`src/rtl/ex_stage_pkg.sv`:
```
// Shared encodings for the execute stage: ALU opcodes, set-unit selects,
// PC-decision codes and operand-source selects.
package ex_stage_pkg;

    localparam int DW = 16;

    typedef enum logic [2:0] {
        ALU_ROL = 3'b000,
        ALU_SLL = 3'b001,
        ALU_ROR = 3'b010,
        ALU_SRL = 3'b011,
        ALU_ADD = 3'b100,
        ALU_OR  = 3'b101,
        ALU_XOR = 3'b110,
        ALU_AND = 3'b111
    } alu_op_e;

    typedef enum logic [1:0] {
        SET_SEQ = 2'b00,
        SET_SLT = 2'b01,
        SET_SLE = 2'b10,
        SET_SCO = 2'b11
    } set_sel_e;

    typedef enum logic [1:0] {
        PC_NONE   = 2'b00,
        PC_JUMP   = 2'b01,
        PC_JR     = 2'b10,
        PC_BRANCH = 2'b11
    } pc_dec_e;

    typedef enum logic [1:0] {
        SRCA_REG    = 2'b00,
        SRCA_REG_HI = 2'b01,
        SRCA_ZERO   = 2'b10,
        SRCA_PC     = 2'b11
    } srca_e;

    typedef enum logic [1:0] {
        SRCB_REG   = 2'b00,
        SRCB_IMM   = 2'b01,
        SRCB_ZERO  = 2'b10,
        SRCB_ZERO2 = 2'b11
    } srcb_e;

endpackage

```
`src/rtl/ex_stage_if.sv`:
```
// ID/EX inputs and EX/MEM registered outputs of the execute stage.
// master drives the decoded instruction; slave is the execute stage itself.
interface ex_stage_if #(
    parameter int DW = 16,
    parameter int RW = 3
);
    logic          ex_alu_res_sel, ex_branch, ex_branch_eqz, ex_branch_gtz, ex_branch_ltz;
    logic          ex_Cin, ex_invA, ex_invB, ex_sign_alu;
    logic          ex_memEn, ex_memWrite, ex_regWrite, ex_createdump, ex_halt;
    logic [1:0]    ex_ALUSrc_a, ex_ALUSrc_b, ex_memToReg, ex_pc_dec, ex_set_select;
    logic [2:0]    ex_alu_op;
    logic [RW-1:0] ex_write_reg;
    logic [DW-1:0] ex_reg1_data, ex_reg2_data, ex_sign_ext_low_bits, ex_pc_plus;

    logic [DW-1:0] mem_alu_result, mem_wr_data, mem_pc_plus;
    logic [RW-1:0] mem_write_reg;
    logic          mem_regWrite, mem_memEn, mem_memWrite, mem_halt, mem_createdump;
    logic [1:0]    mem_memToReg;

    modport master (
        output ex_alu_res_sel, ex_branch, ex_branch_eqz, ex_branch_gtz, ex_branch_ltz,
               ex_Cin, ex_invA, ex_invB, ex_sign_alu,
               ex_memEn, ex_memWrite, ex_regWrite, ex_createdump, ex_halt,
               ex_ALUSrc_a, ex_ALUSrc_b, ex_memToReg, ex_pc_dec, ex_set_select,
               ex_alu_op, ex_write_reg,
               ex_reg1_data, ex_reg2_data, ex_sign_ext_low_bits, ex_pc_plus,
        input  mem_alu_result, mem_wr_data, mem_pc_plus, mem_write_reg,
               mem_regWrite, mem_memEn, mem_memWrite, mem_halt, mem_createdump, mem_memToReg
    );

    modport slave (
        input  ex_alu_res_sel, ex_branch, ex_branch_eqz, ex_branch_gtz, ex_branch_ltz,
               ex_Cin, ex_invA, ex_invB, ex_sign_alu,
               ex_memEn, ex_memWrite, ex_regWrite, ex_createdump, ex_halt,
               ex_ALUSrc_a, ex_ALUSrc_b, ex_memToReg, ex_pc_dec, ex_set_select,
               ex_alu_op, ex_write_reg,
               ex_reg1_data, ex_reg2_data, ex_sign_ext_low_bits, ex_pc_plus,
        output mem_alu_result, mem_wr_data, mem_pc_plus, mem_write_reg,
               mem_regWrite, mem_memEn, mem_memWrite, mem_halt, mem_createdump, mem_memToReg
    );

endinterface

```
`src/rtl/ex_alu.sv`:
```
// Combinational ALU (rotates, shifts, add, logic) plus set unit; operands
// arrive already selected and inverted. Latency 0, no backpressure.
module ex_alu
    import ex_stage_pkg::*;
(
    input  logic [DW-1:0] a,
    input  logic [DW-1:0] b,
    input  logic          cin,
    input  logic [2:0]    alu_op,
    input  logic [1:0]    set_select,
    input  logic          sign_alu,
    input  logic          alu_res_sel,
    output logic [DW-1:0] result
);
    logic [3:0]    shamt;
    logic [DW:0]   sum;
    logic [DW-1:0] alu_res, set_res;
    logic          eq, lt;

    assign shamt = b[3:0];
    assign sum   = {1'b0, a} + {1'b0, b} + {{DW{1'b0}}, cin};
    assign eq    = (a == b);
    assign lt    = sign_alu ? ($signed(a) < $signed(b)) : (a < b);

    // a >> DW yields zero, so a zero rotate amount falls out naturally
    always_comb begin
        alu_res = '0;
        case (alu_op)
            ALU_ROL: alu_res = (a << shamt) | (a >> (DW - int'(shamt)));
            ALU_SLL: alu_res = a << shamt;
            ALU_ROR: alu_res = (a >> shamt) | (a << (DW - int'(shamt)));
            ALU_SRL: alu_res = a >> shamt;
            ALU_ADD: alu_res = sum[DW-1:0];
            ALU_OR:  alu_res = a | b;
            ALU_XOR: alu_res = a ^ b;
            ALU_AND: alu_res = a & b;
            default: alu_res = '0;
        endcase
    end

    always_comb begin
        set_res = '0;
        case (set_select)
            SET_SEQ: set_res[0] = eq;
            SET_SLT: set_res[0] = lt;
            SET_SLE: set_res[0] = lt | eq;
            SET_SCO: set_res[0] = sum[DW];
            default: set_res = '0;
        endcase
    end

    assign result = alu_res_sel ? set_res : alu_res;

endmodule

```
`src/rtl/ex_stage.sv`:
```
// Execute stage: operand select, optional forwarding (EX_FWD_EN), ALU, branch resolution.
// Latency 1 cycle into EX/MEM; ex_stall holds EX/MEM; redirect fires once per stalled transfer.
module ex_stage #(
    parameter int DW = 16,
    parameter int RW = 3
) (
    input  logic          clk,
    input  logic          rst,
    input  logic          ex_stall,
`ifdef EX_FWD_EN
    input  logic [1:0]    fwd_a_sel,
    input  logic [1:0]    fwd_b_sel,
    input  logic [DW-1:0] wb_data,
`endif
    ex_stage_if.slave     bus,
    output logic          redirect,
    output logic [DW-1:0] redirect_pc
);
    import ex_stage_pkg::*;

    logic [DW-1:0] r1, r2, op_a, op_b, a_fin, b_fin, alu_out, imm, pc_plus;
    logic [RW-1:0] wr_idx;
    logic          r1_zero, r1_neg, r1_pos, br_taken, xfer;
    logic          halt_seen, redir_done;

    assign imm     = bus.ex_sign_ext_low_bits;
    assign pc_plus = bus.ex_pc_plus;
    assign wr_idx  = bus.ex_write_reg;

`ifdef EX_FWD_EN
    always_comb begin
        r1 = bus.ex_reg1_data;
        r2 = bus.ex_reg2_data;
        case (fwd_a_sel)
            2'b01:   r1 = bus.mem_alu_result;
            2'b10:   r1 = wb_data;
            default: r1 = bus.ex_reg1_data;
        endcase
        case (fwd_b_sel)
            2'b01:   r2 = bus.mem_alu_result;
            2'b10:   r2 = wb_data;
            default: r2 = bus.ex_reg2_data;
        endcase
    end
`else
    assign r1 = bus.ex_reg1_data;
    assign r2 = bus.ex_reg2_data;
`endif

    always_comb begin
        op_a = '0;
        op_b = '0;
        case (bus.ex_ALUSrc_a)
            SRCA_REG:    op_a = r1;
            SRCA_REG_HI: op_a = r1 << 8;
            SRCA_ZERO:   op_a = '0;
            SRCA_PC:     op_a = pc_plus;
            default:     op_a = '0;
        endcase
        case (bus.ex_ALUSrc_b)
            SRCB_REG: op_b = r2;
            SRCB_IMM: op_b = imm;
            default:  op_b = '0;
        endcase
    end

    assign a_fin = bus.ex_invA ? ~op_a : op_a;
    assign b_fin = bus.ex_invB ? ~op_b : op_b;

    ex_alu u_alu (
        .a           (a_fin),
        .b           (b_fin),
        .cin         (bus.ex_Cin),
        .alu_op      (bus.ex_alu_op),
        .set_select  (bus.ex_set_select),
        .sign_alu    (bus.ex_sign_alu),
        .alu_res_sel (bus.ex_alu_res_sel),
        .result      (alu_out)
    );

    assign r1_zero  = (r1 == '0);
    assign r1_neg   = r1[DW-1];
    assign r1_pos   = !r1_zero && !r1_neg;
    assign br_taken = bus.ex_branch && ((bus.ex_branch_eqz && r1_zero) ||
                                        (bus.ex_branch_gtz && r1_pos)  ||
                                        (bus.ex_branch_ltz && r1_neg));

    always_comb begin
        xfer        = 1'b0;
        redirect_pc = pc_plus + imm;
        case (bus.ex_pc_dec)
            PC_JUMP:   xfer = 1'b1;
            PC_JR: begin
                xfer        = 1'b1;
                redirect_pc = r1 + imm;
            end
            PC_BRANCH: xfer = br_taken;
            default:   xfer = 1'b0;
        endcase
    end

    // Once halted, younger instructions must not steer fetch
    assign redirect = xfer && !redir_done && !halt_seen;

    always_ff @(posedge clk) begin
        if (rst) begin
            bus.mem_alu_result <= '0;
            bus.mem_wr_data    <= '0;
            bus.mem_pc_plus    <= '0;
            bus.mem_write_reg  <= '0;
            bus.mem_regWrite   <= 1'b0;
            bus.mem_memEn      <= 1'b0;
            bus.mem_memWrite   <= 1'b0;
            bus.mem_halt       <= 1'b0;
            bus.mem_createdump <= 1'b0;
            bus.mem_memToReg   <= '0;
            halt_seen          <= 1'b0;
            redir_done         <= 1'b0;
        end else begin
            if (ex_stall) begin
                if (redirect)
                    redir_done <= 1'b1;
            end else begin
                redir_done <= 1'b0;
            end

            if (!ex_stall) begin
                if (halt_seen) begin
                    bus.mem_regWrite   <= 1'b0;
                    bus.mem_memEn      <= 1'b0;
                    bus.mem_memWrite   <= 1'b0;
                    bus.mem_halt       <= 1'b0;
                    bus.mem_createdump <= 1'b0;
                    bus.mem_memToReg   <= '0;
                end else begin
                    bus.mem_alu_result <= alu_out;
                    bus.mem_wr_data    <= r2;
                    bus.mem_pc_plus    <= pc_plus;
                    bus.mem_write_reg  <= wr_idx;
                    bus.mem_regWrite   <= bus.ex_regWrite;
                    bus.mem_memEn      <= bus.ex_memEn;
                    bus.mem_memWrite   <= bus.ex_memWrite;
                    bus.mem_halt       <= bus.ex_halt;
                    bus.mem_createdump <= bus.ex_createdump;
                    bus.mem_memToReg   <= bus.ex_memToReg;
                    if (bus.ex_halt)
                        halt_seen <= 1'b1;
                end
            end
        end
    end

endmodule

```
`src/flat_wrapper.sv`:
```
// flat-port wrapper written by rule: the top's interface ports become plain ports
module ex_stage_flat import ex_stage_pkg::*;
#(
    parameter int DW = 16,
    parameter int RW = 3
)
  (clk, rst, ex_stall, redirect, redirect_pc, bus_ex_alu_res_sel, bus_ex_branch, bus_ex_branch_eqz, bus_ex_branch_gtz, bus_ex_branch_ltz, bus_ex_Cin, bus_ex_invA, bus_ex_invB, bus_ex_sign_alu, bus_ex_memEn, bus_ex_memWrite, bus_ex_regWrite, bus_ex_createdump, bus_ex_halt, bus_ex_ALUSrc_a, bus_ex_ALUSrc_b, bus_ex_memToReg, bus_ex_pc_dec, bus_ex_set_select, bus_ex_alu_op, bus_ex_write_reg, bus_ex_reg1_data, bus_ex_reg2_data, bus_ex_sign_ext_low_bits, bus_ex_pc_plus, bus_mem_alu_result, bus_mem_wr_data, bus_mem_pc_plus, bus_mem_write_reg, bus_mem_regWrite, bus_mem_memEn, bus_mem_memWrite, bus_mem_halt, bus_mem_createdump, bus_mem_memToReg);
  ex_stage_if #(.DW(DW), .RW(RW)) bus_i ();
  input  logic clk;
  input  logic rst;
  input  logic ex_stall;
  output logic redirect;
  output logic [DW-1:0] redirect_pc;
  input wire logic [$bits(bus_i.ex_alu_res_sel)-1:0] bus_ex_alu_res_sel;
  input wire logic [$bits(bus_i.ex_branch)-1:0] bus_ex_branch;
  input wire logic [$bits(bus_i.ex_branch_eqz)-1:0] bus_ex_branch_eqz;
  input wire logic [$bits(bus_i.ex_branch_gtz)-1:0] bus_ex_branch_gtz;
  input wire logic [$bits(bus_i.ex_branch_ltz)-1:0] bus_ex_branch_ltz;
  input wire logic [$bits(bus_i.ex_Cin)-1:0] bus_ex_Cin;
  input wire logic [$bits(bus_i.ex_invA)-1:0] bus_ex_invA;
  input wire logic [$bits(bus_i.ex_invB)-1:0] bus_ex_invB;
  input wire logic [$bits(bus_i.ex_sign_alu)-1:0] bus_ex_sign_alu;
  input wire logic [$bits(bus_i.ex_memEn)-1:0] bus_ex_memEn;
  input wire logic [$bits(bus_i.ex_memWrite)-1:0] bus_ex_memWrite;
  input wire logic [$bits(bus_i.ex_regWrite)-1:0] bus_ex_regWrite;
  input wire logic [$bits(bus_i.ex_createdump)-1:0] bus_ex_createdump;
  input wire logic [$bits(bus_i.ex_halt)-1:0] bus_ex_halt;
  input wire logic [$bits(bus_i.ex_ALUSrc_a)-1:0] bus_ex_ALUSrc_a;
  input wire logic [$bits(bus_i.ex_ALUSrc_b)-1:0] bus_ex_ALUSrc_b;
  input wire logic [$bits(bus_i.ex_memToReg)-1:0] bus_ex_memToReg;
  input wire logic [$bits(bus_i.ex_pc_dec)-1:0] bus_ex_pc_dec;
  input wire logic [$bits(bus_i.ex_set_select)-1:0] bus_ex_set_select;
  input wire logic [$bits(bus_i.ex_alu_op)-1:0] bus_ex_alu_op;
  input wire logic [$bits(bus_i.ex_write_reg)-1:0] bus_ex_write_reg;
  input wire logic [$bits(bus_i.ex_reg1_data)-1:0] bus_ex_reg1_data;
  input wire logic [$bits(bus_i.ex_reg2_data)-1:0] bus_ex_reg2_data;
  input wire logic [$bits(bus_i.ex_sign_ext_low_bits)-1:0] bus_ex_sign_ext_low_bits;
  input wire logic [$bits(bus_i.ex_pc_plus)-1:0] bus_ex_pc_plus;
  output wire logic [$bits(bus_i.mem_alu_result)-1:0] bus_mem_alu_result;
  output wire logic [$bits(bus_i.mem_wr_data)-1:0] bus_mem_wr_data;
  output wire logic [$bits(bus_i.mem_pc_plus)-1:0] bus_mem_pc_plus;
  output wire logic [$bits(bus_i.mem_write_reg)-1:0] bus_mem_write_reg;
  output wire logic [$bits(bus_i.mem_regWrite)-1:0] bus_mem_regWrite;
  output wire logic [$bits(bus_i.mem_memEn)-1:0] bus_mem_memEn;
  output wire logic [$bits(bus_i.mem_memWrite)-1:0] bus_mem_memWrite;
  output wire logic [$bits(bus_i.mem_halt)-1:0] bus_mem_halt;
  output wire logic [$bits(bus_i.mem_createdump)-1:0] bus_mem_createdump;
  output wire logic [$bits(bus_i.mem_memToReg)-1:0] bus_mem_memToReg;
  assign bus_i.ex_alu_res_sel = bus_ex_alu_res_sel;
  assign bus_i.ex_branch = bus_ex_branch;
  assign bus_i.ex_branch_eqz = bus_ex_branch_eqz;
  assign bus_i.ex_branch_gtz = bus_ex_branch_gtz;
  assign bus_i.ex_branch_ltz = bus_ex_branch_ltz;
  assign bus_i.ex_Cin = bus_ex_Cin;
  assign bus_i.ex_invA = bus_ex_invA;
  assign bus_i.ex_invB = bus_ex_invB;
  assign bus_i.ex_sign_alu = bus_ex_sign_alu;
  assign bus_i.ex_memEn = bus_ex_memEn;
  assign bus_i.ex_memWrite = bus_ex_memWrite;
  assign bus_i.ex_regWrite = bus_ex_regWrite;
  assign bus_i.ex_createdump = bus_ex_createdump;
  assign bus_i.ex_halt = bus_ex_halt;
  assign bus_i.ex_ALUSrc_a = bus_ex_ALUSrc_a;
  assign bus_i.ex_ALUSrc_b = bus_ex_ALUSrc_b;
  assign bus_i.ex_memToReg = bus_ex_memToReg;
  assign bus_i.ex_pc_dec = bus_ex_pc_dec;
  assign bus_i.ex_set_select = bus_ex_set_select;
  assign bus_i.ex_alu_op = bus_ex_alu_op;
  assign bus_i.ex_write_reg = bus_ex_write_reg;
  assign bus_i.ex_reg1_data = bus_ex_reg1_data;
  assign bus_i.ex_reg2_data = bus_ex_reg2_data;
  assign bus_i.ex_sign_ext_low_bits = bus_ex_sign_ext_low_bits;
  assign bus_i.ex_pc_plus = bus_ex_pc_plus;
  assign bus_mem_alu_result = bus_i.mem_alu_result;
  assign bus_mem_wr_data = bus_i.mem_wr_data;
  assign bus_mem_pc_plus = bus_i.mem_pc_plus;
  assign bus_mem_write_reg = bus_i.mem_write_reg;
  assign bus_mem_regWrite = bus_i.mem_regWrite;
  assign bus_mem_memEn = bus_i.mem_memEn;
  assign bus_mem_memWrite = bus_i.mem_memWrite;
  assign bus_mem_halt = bus_i.mem_halt;
  assign bus_mem_createdump = bus_i.mem_createdump;
  assign bus_mem_memToReg = bus_i.mem_memToReg;
  ex_stage #(.DW(DW), .RW(RW)) u_core (.clk(clk), .rst(rst), .ex_stall(ex_stall), .bus(bus_i), .redirect(redirect), .redirect_pc(redirect_pc));
endmodule
```
`config.mk`:
```
export PLATFORM = sky130hd
export DESIGN_NAME = ex_stage_flat
export DESIGN_NICKNAME = d
export VERILOG_FILES = /design/src/rtl/ex_stage_pkg.sv /design/src/rtl/ex_stage_if.sv /design/src/rtl/ex_alu.sv /design/src/rtl/ex_stage.sv /design/src/flat_wrapper.sv
export SDC_FILE = /design/constraint.sdc
export NUM_CORES = 1
export LEC_CHECK = 0
export ABC_AREA = 1
export BUFFER_PORTS_ARGS = -buffer_cell sky130_fd_sc_hd__buf_2
export CAP_MARGIN = 0
export CORE_ASPECT_RATIO = 1.2
export CORE_MARGIN = 10
export CORE_UTILIZATION = 53
export DETAILED_ROUTE_END_ITERATION = 10
export PLACE_DENSITY = 0.8
export SETUP_SLACK_MARGIN = 0.15
export SKIP_LAST_GASP = 1
export SYNTH_ARGS = -nofsm -noshare
export SYNTH_HDL_FRONTEND = slang
export SYNTH_SLANG_ARGS = --single-unit
```
`constraint.sdc`:
```
create_clock -name clk -period 3.2 [get_ports clk]
set_input_delay 0.32 -clock clk [delete_from_list [all_inputs] [get_ports clk]]
set_output_delay 0.32 -clock clk [all_outputs]
set_load 0.01 [all_outputs]
```
==> flow_results.org <==
** Routing
- In the routed design, unresolved DRC markers number 0.
- Antenna violation net count after detailed routing :: 0
- Detailed router's first-iteration violation count :: 1,391
- Sum of routed wire length over all layers :: 42,100 um
- The first detailed-routing pass ran for 8 iterations.
- Mean number of vias per cell :: 6.08
- The detailed router placed 12,000 vias in this run.
- Per-cell routed wire length :: 21.4 um

** Critical path
- The worst setup path is captured at a primary output.
- Worst-path maximum fanout :: 8
- Critical path type :: in2out
- Data on the critical path arrives at its endpoint at 2.73 ns.
- Across all register-to-register paths, the minimum setup slack is 1.80 ns.
- The worst register-to-register path has a depth of 8.
- WP data required :: 2.88 ns
- STA classifies the critical path startpoint as an input port.

** Finish
- Final instance count without filler cells :: 1,966
- After the last flow step, the layout net total stands at 1,913.
- Cells with a size suffix above 1 make up 21.7% of the layout.
- In the final layout, the registers with the most flip-flops are u_core.bus.mem_alu_result (16), u_core.bus.mem_pc_plus (16), u_core.bus.mem_wr_data (16).
- In the final layout, the multi-input gates occupy 0.00703 mm^2.
- The repair_antennas step left the layout with diodes totalling 0.
- Total of fill cells in the finished design :: 1,589
- Storage element area :: 0.00120 mm^2
- Post-route cell area :: 0.0110 mm^2
- Core occupancy in the finished layout :: 65.1%
- Area added between synthesis and finish :: 21.2%

** GRT
- Global-route wire length before repair :: 63,700 um
- The via count of the first global-routing pass came to 11,500.
- The total overflow left after global routing is 0.
- Antenna violations before repair :: 1
- Maximum number of pins on one net before global-route repair :: 48
- Total routing resource utilization after global routing :: 35.0%

** Synth
- After synthesis, the share of flip-flops with an asynchronous set or reset is 0%.
- In this run the biggest area consumer among cell types represents 17.0% of the synthesized area.
- For this run, the register share of the synthesized area comes to 13.3%.
- Number of synthesized register bits :: 60
- Post-Synthesis Cell Area :: 0.00906 mm^2
- Syn_nets :: 1,719
- In this run the mean area of a mapped cell was 5.84 um^2.
- Primary flip-flop cell chosen by synthesis mapping :: sky130_fd_sc_hd__dfxtp_1
- Of all cell types, the one taking the most synthesized area is sky130_fd_sc_hd__nand2_1.
- Main area contributors after synthesis :: sky130_fd_sc_hd__nand2_1 (17%), sky130_fd_sc_hd__nand3_1 (15%), sky130_fd_sc_hd__dfxtp_1 (13%)
- In this run, synthesis inferred 0 flip-flops with an integrated enable.
- Synthesis handed over a netlist of 1,551 instances.
- The netlist uses 54 different library cells.
- Yosys printed 0 warnings.

** Power
- Areal power density over the cells :: 409 mW/mm^2
- Switching portion of total power :: 49.9%
- The worst-case IR drop observed on VDD is 0.310 mV.
- Combinational group share of total power :: 60.4%
- Leakage :: 0.00580 uW
- Of the total power, the clock network draws 21.2%.
- Internal power comes to 2250 uW.
- Of the total power, registers draw 18.4%.
- Summed over all nets, the switching power comes to 2240 uW.

** Timing
- Relative slew slack :: 32.4%
- # setup viols final :: 0
- Achievable frequency :: 328 MHz
- RSZ-0062 raised after global routing :: yes
- The number of hold violations in the final report was 0.
- The number of max-slew violations in the final report is 0.
- Setup total negative slack :: 0 ns
- Transition time at the pin with the least slew margin :: 1.01 ns
- Worst clock skew on the final layout :: 0.00994 ns
- Worst slack on hold paths :: 0.197 ns
- Period minus WS final :: 3.05 ns
- The final critical path takes up 95.2% of the cycle.

** Placement
- At the end of routability-driven placement, the weighted congestion stood at 1.04.
- Cell count after placement :: 1,943
- In this run the cell area measured after placement is 0.0105 mm^2.
- Number of buffers added on ports :: 171
- The HPWL after detailed placement is 33,100 um.

** Clock tree
- Clock latency reported for the late side of the worst-skew pair :: 0.35 ns
- TritonCTS built the clock tree.
- In this run, CTS created clock tree buffers numbering 9.
- Sinks on the clock net :: 60
- Clock transition time at the flip-flop clock pins of the worst setup and hold paths :: 0.06 ns
- Root buffer cell :: sky130_fd_sc_hd__clkbuf_16
- Clock tree buffer depth :: 2
- Number of levels the H-tree was split into :: 3

** Outcome
- Status :: complete, no violations

** Min path
- The worst hold path belongs to the class in2reg.
- Worst hold path cell count :: 3

** Floorplanning
- I/O pins :: 172
- Die Wd :: 139 um
- Die outline area :: 0.0227 mm^2
- The floorplan has 52 rows.
- Vertical die dimension :: 163 um
- Placeable core region :: 0.0169 mm^2
- For this configuration, the core starts out at a cell density of 53.8%.

** Job
- Across the run, the number of max-cap violations was 0.
[cell usage in the layout (no fill, tap or decap), types with 4 or more instances in the layout]
master / count
sky130_fd_sc_hd__buf_4: 80
sky130_fd_sc_hd__xor2_1: 23
sky130_fd_sc_hd__buf_2: 169
sky130_fd_sc_hd__a21oi_2: 6
sky130_fd_sc_hd__a221oi_1: 4
sky130_fd_sc_hd__inv_1: 118
sky130_fd_sc_hd__buf_12: 7
sky130_fd_sc_hd__o211ai_1: 21
sky130_fd_sc_hd__nor2_1: 134
sky130_fd_sc_hd__ha_1: 64
sky130_fd_sc_hd__o22ai_1: 5
sky130_fd_sc_hd__inv_2: 14
sky130_fd_sc_hd__a211oi_1: 9
sky130_fd_sc_hd__nand3_1: 272
sky130_fd_sc_hd__a21oi_1: 85
sky130_fd_sc_hd__o21ai_0: 72
sky130_fd_sc_hd__nand2_1: 407
sky130_fd_sc_hd__a21o_1: 4
sky130_fd_sc_hd__nand2_4: 13
sky130_fd_sc_hd__clkinv_1: 5
sky130_fd_sc_hd__clkbuf_16: 10
sky130_fd_sc_hd__nand3b_1: 4
sky130_fd_sc_hd__nor3_1: 10
sky130_fd_sc_hd__buf_8: 4
sky130_fd_sc_hd__dfxtp_1: 60
sky130_fd_sc_hd__nand4_1: 23
sky130_fd_sc_hd__o21ai_1: 18
sky130_fd_sc_hd__a22oi_1: 7
sky130_fd_sc_hd__nand3_2: 13
sky130_fd_sc_hd__o31ai_1: 4
sky130_fd_sc_hd__nand3_4: 4
sky130_fd_sc_hd__xnor2_1: 5
sky130_fd_sc_hd__nand2_2: 26
[stage by stage]
stage / total power (uW) / worst slack [ns]
2_1_floorplan: 2470 / 0.179
3_3_place_gp: 3380 / 0.00109
3_5_place_dp: 3400 / -0.107
4_1_cts: 4370 / 0.137
5_1_grt: 4730 / 0.00698
6_report: 4490 / 0.154
[cells by family (layout without fill, tap and decap cells)]
kind of cell    count (synthesis)  in the layout  share of synthesized area [%]
compound gates                250            250                           15.7
xor+xnor                       31             31                           3.29
fa+ha+maj                      71             71                           10.1
buf+inv                       217            416                           10.4
flops                          60             60                           13.3
simple gates                  922            922                           47.3
[worst max-delay path, cell delays in order]
cell and delay (ns):
sky130_fd_sc_hd__buf_8 0.08, sky130_fd_sc_hd__inv_4 0.03, sky130_fd_sc_hd__ha_4 0.15, sky130_fd_sc_hd__buf_8 0.14, sky130_fd_sc_hd__buf_8 0.13, sky130_fd_sc_hd__nand2_1 0.05, sky130_fd_sc_hd__o21ai_1 0.07, sky130_fd_sc_hd__ha_1 0.39
sky130_fd_sc_hd__nand2_2 0.08, sky130_fd_sc_hd__nor3_2 0.20, sky130_fd_sc_hd__nand2_1 0.09, sky130_fd_sc_hd__o211ai_1 0.13, sky130_fd_sc_hd__nand2_1 0.08, sky130_fd_sc_hd__nand2_1 0.09, sky130_fd_sc_hd__a21oi_2 0.06, sky130_fd_sc_hd__o21ai_2 0.14
sky130_fd_sc_hd__nand2_1 0.06, sky130_fd_sc_hd__nand2_1 0.07, sky130_fd_sc_hd__a21oi_2 0.06, sky130_fd_sc_hd__xor2_1 0.15, sky130_fd_sc_hd__buf_2 0.14
[Yosys cell counts (all sizes together), types with 2 or more instances]
| cell | count |
|---|---|
| nand2 | 447 |
| nand3 | 289 |
| nor2 | 141 |
| inv | 134 |
| o21ai | 93 |
| a21oi | 91 |
| ha | 68 |
| dfxtp | 60 |
| buf | 43 |
| clkbuf | 35 |
| xor2 | 25 |
| nand4 | 24 |
| o211ai | 22 |
| nor3 | 11 |
| a211oi | 9 |
| a22oi | 7 |
| xnor2 | 6 |
| clkinv | 5 |
| o22ai | 5 |
| a21o | 4 |
| a221oi | 4 |
| nand3b | 4 |
| o31ai | 4 |
| or2 | 4 |
| a31oi | 3 |
| fa | 3 |
| nor4 | 2 |
| o21a | 2 |
| o221ai | 2 |
[path summary, 6_finish.rpt]
path,to,start
max,redirect_pc[14],bus_ex_pc_dec[0]
min,u_core.bus.mem_write_reg[0],bus_ex_write_reg[0]
max reg2reg,u_core.bus.mem_alu_result[8],u_core.halt_seen
min reg2reg,u_core.bus.mem_alu_result[1],u_core.bus.mem_alu_result[1]
[routing by layer]
layer  part of all wire [%]  GRT usage, %  routed length (um)  vias to the layer above
li1                       -             -                   -                     5573
met1                     35          36.9               14800                     5405
met2                     47          60.4               19600                      783
met3                    9.7          7.87                4100                      200
met4                    8.4          25.2                3520                        2
met5                  0.031             0                  13                        -
[area by class of cell]
type,instances,area share (%)
timing repair buffer,261,15.2
clock buffer,9,2.05
sequential,60,10.9
multi-input combinational,1274,64.0
tap,216,2.46
clock inverter,7,0.479
inverter,139,4.80
[power groups by stage]
stage          combinational (uW)  sequential (uW)  clock, uW
4_1_cts                      2590              828        952
6_report                     2710              829        951
3_5_place_dp                 2560              843          0
3_3_place_gp                 2540              840          0
5_1_grt                      2930              832        970
2_1_floorplan                1600              868          0
[timing repair]
item	in CTS	in global routing
setup endpoints to repair	5	4
setup buffers	3	3
cloned	0	1
hold buffers	0	0
gates resized for setup	22	19
pin swaps	14	23
(Power assumes the default switching activity.)
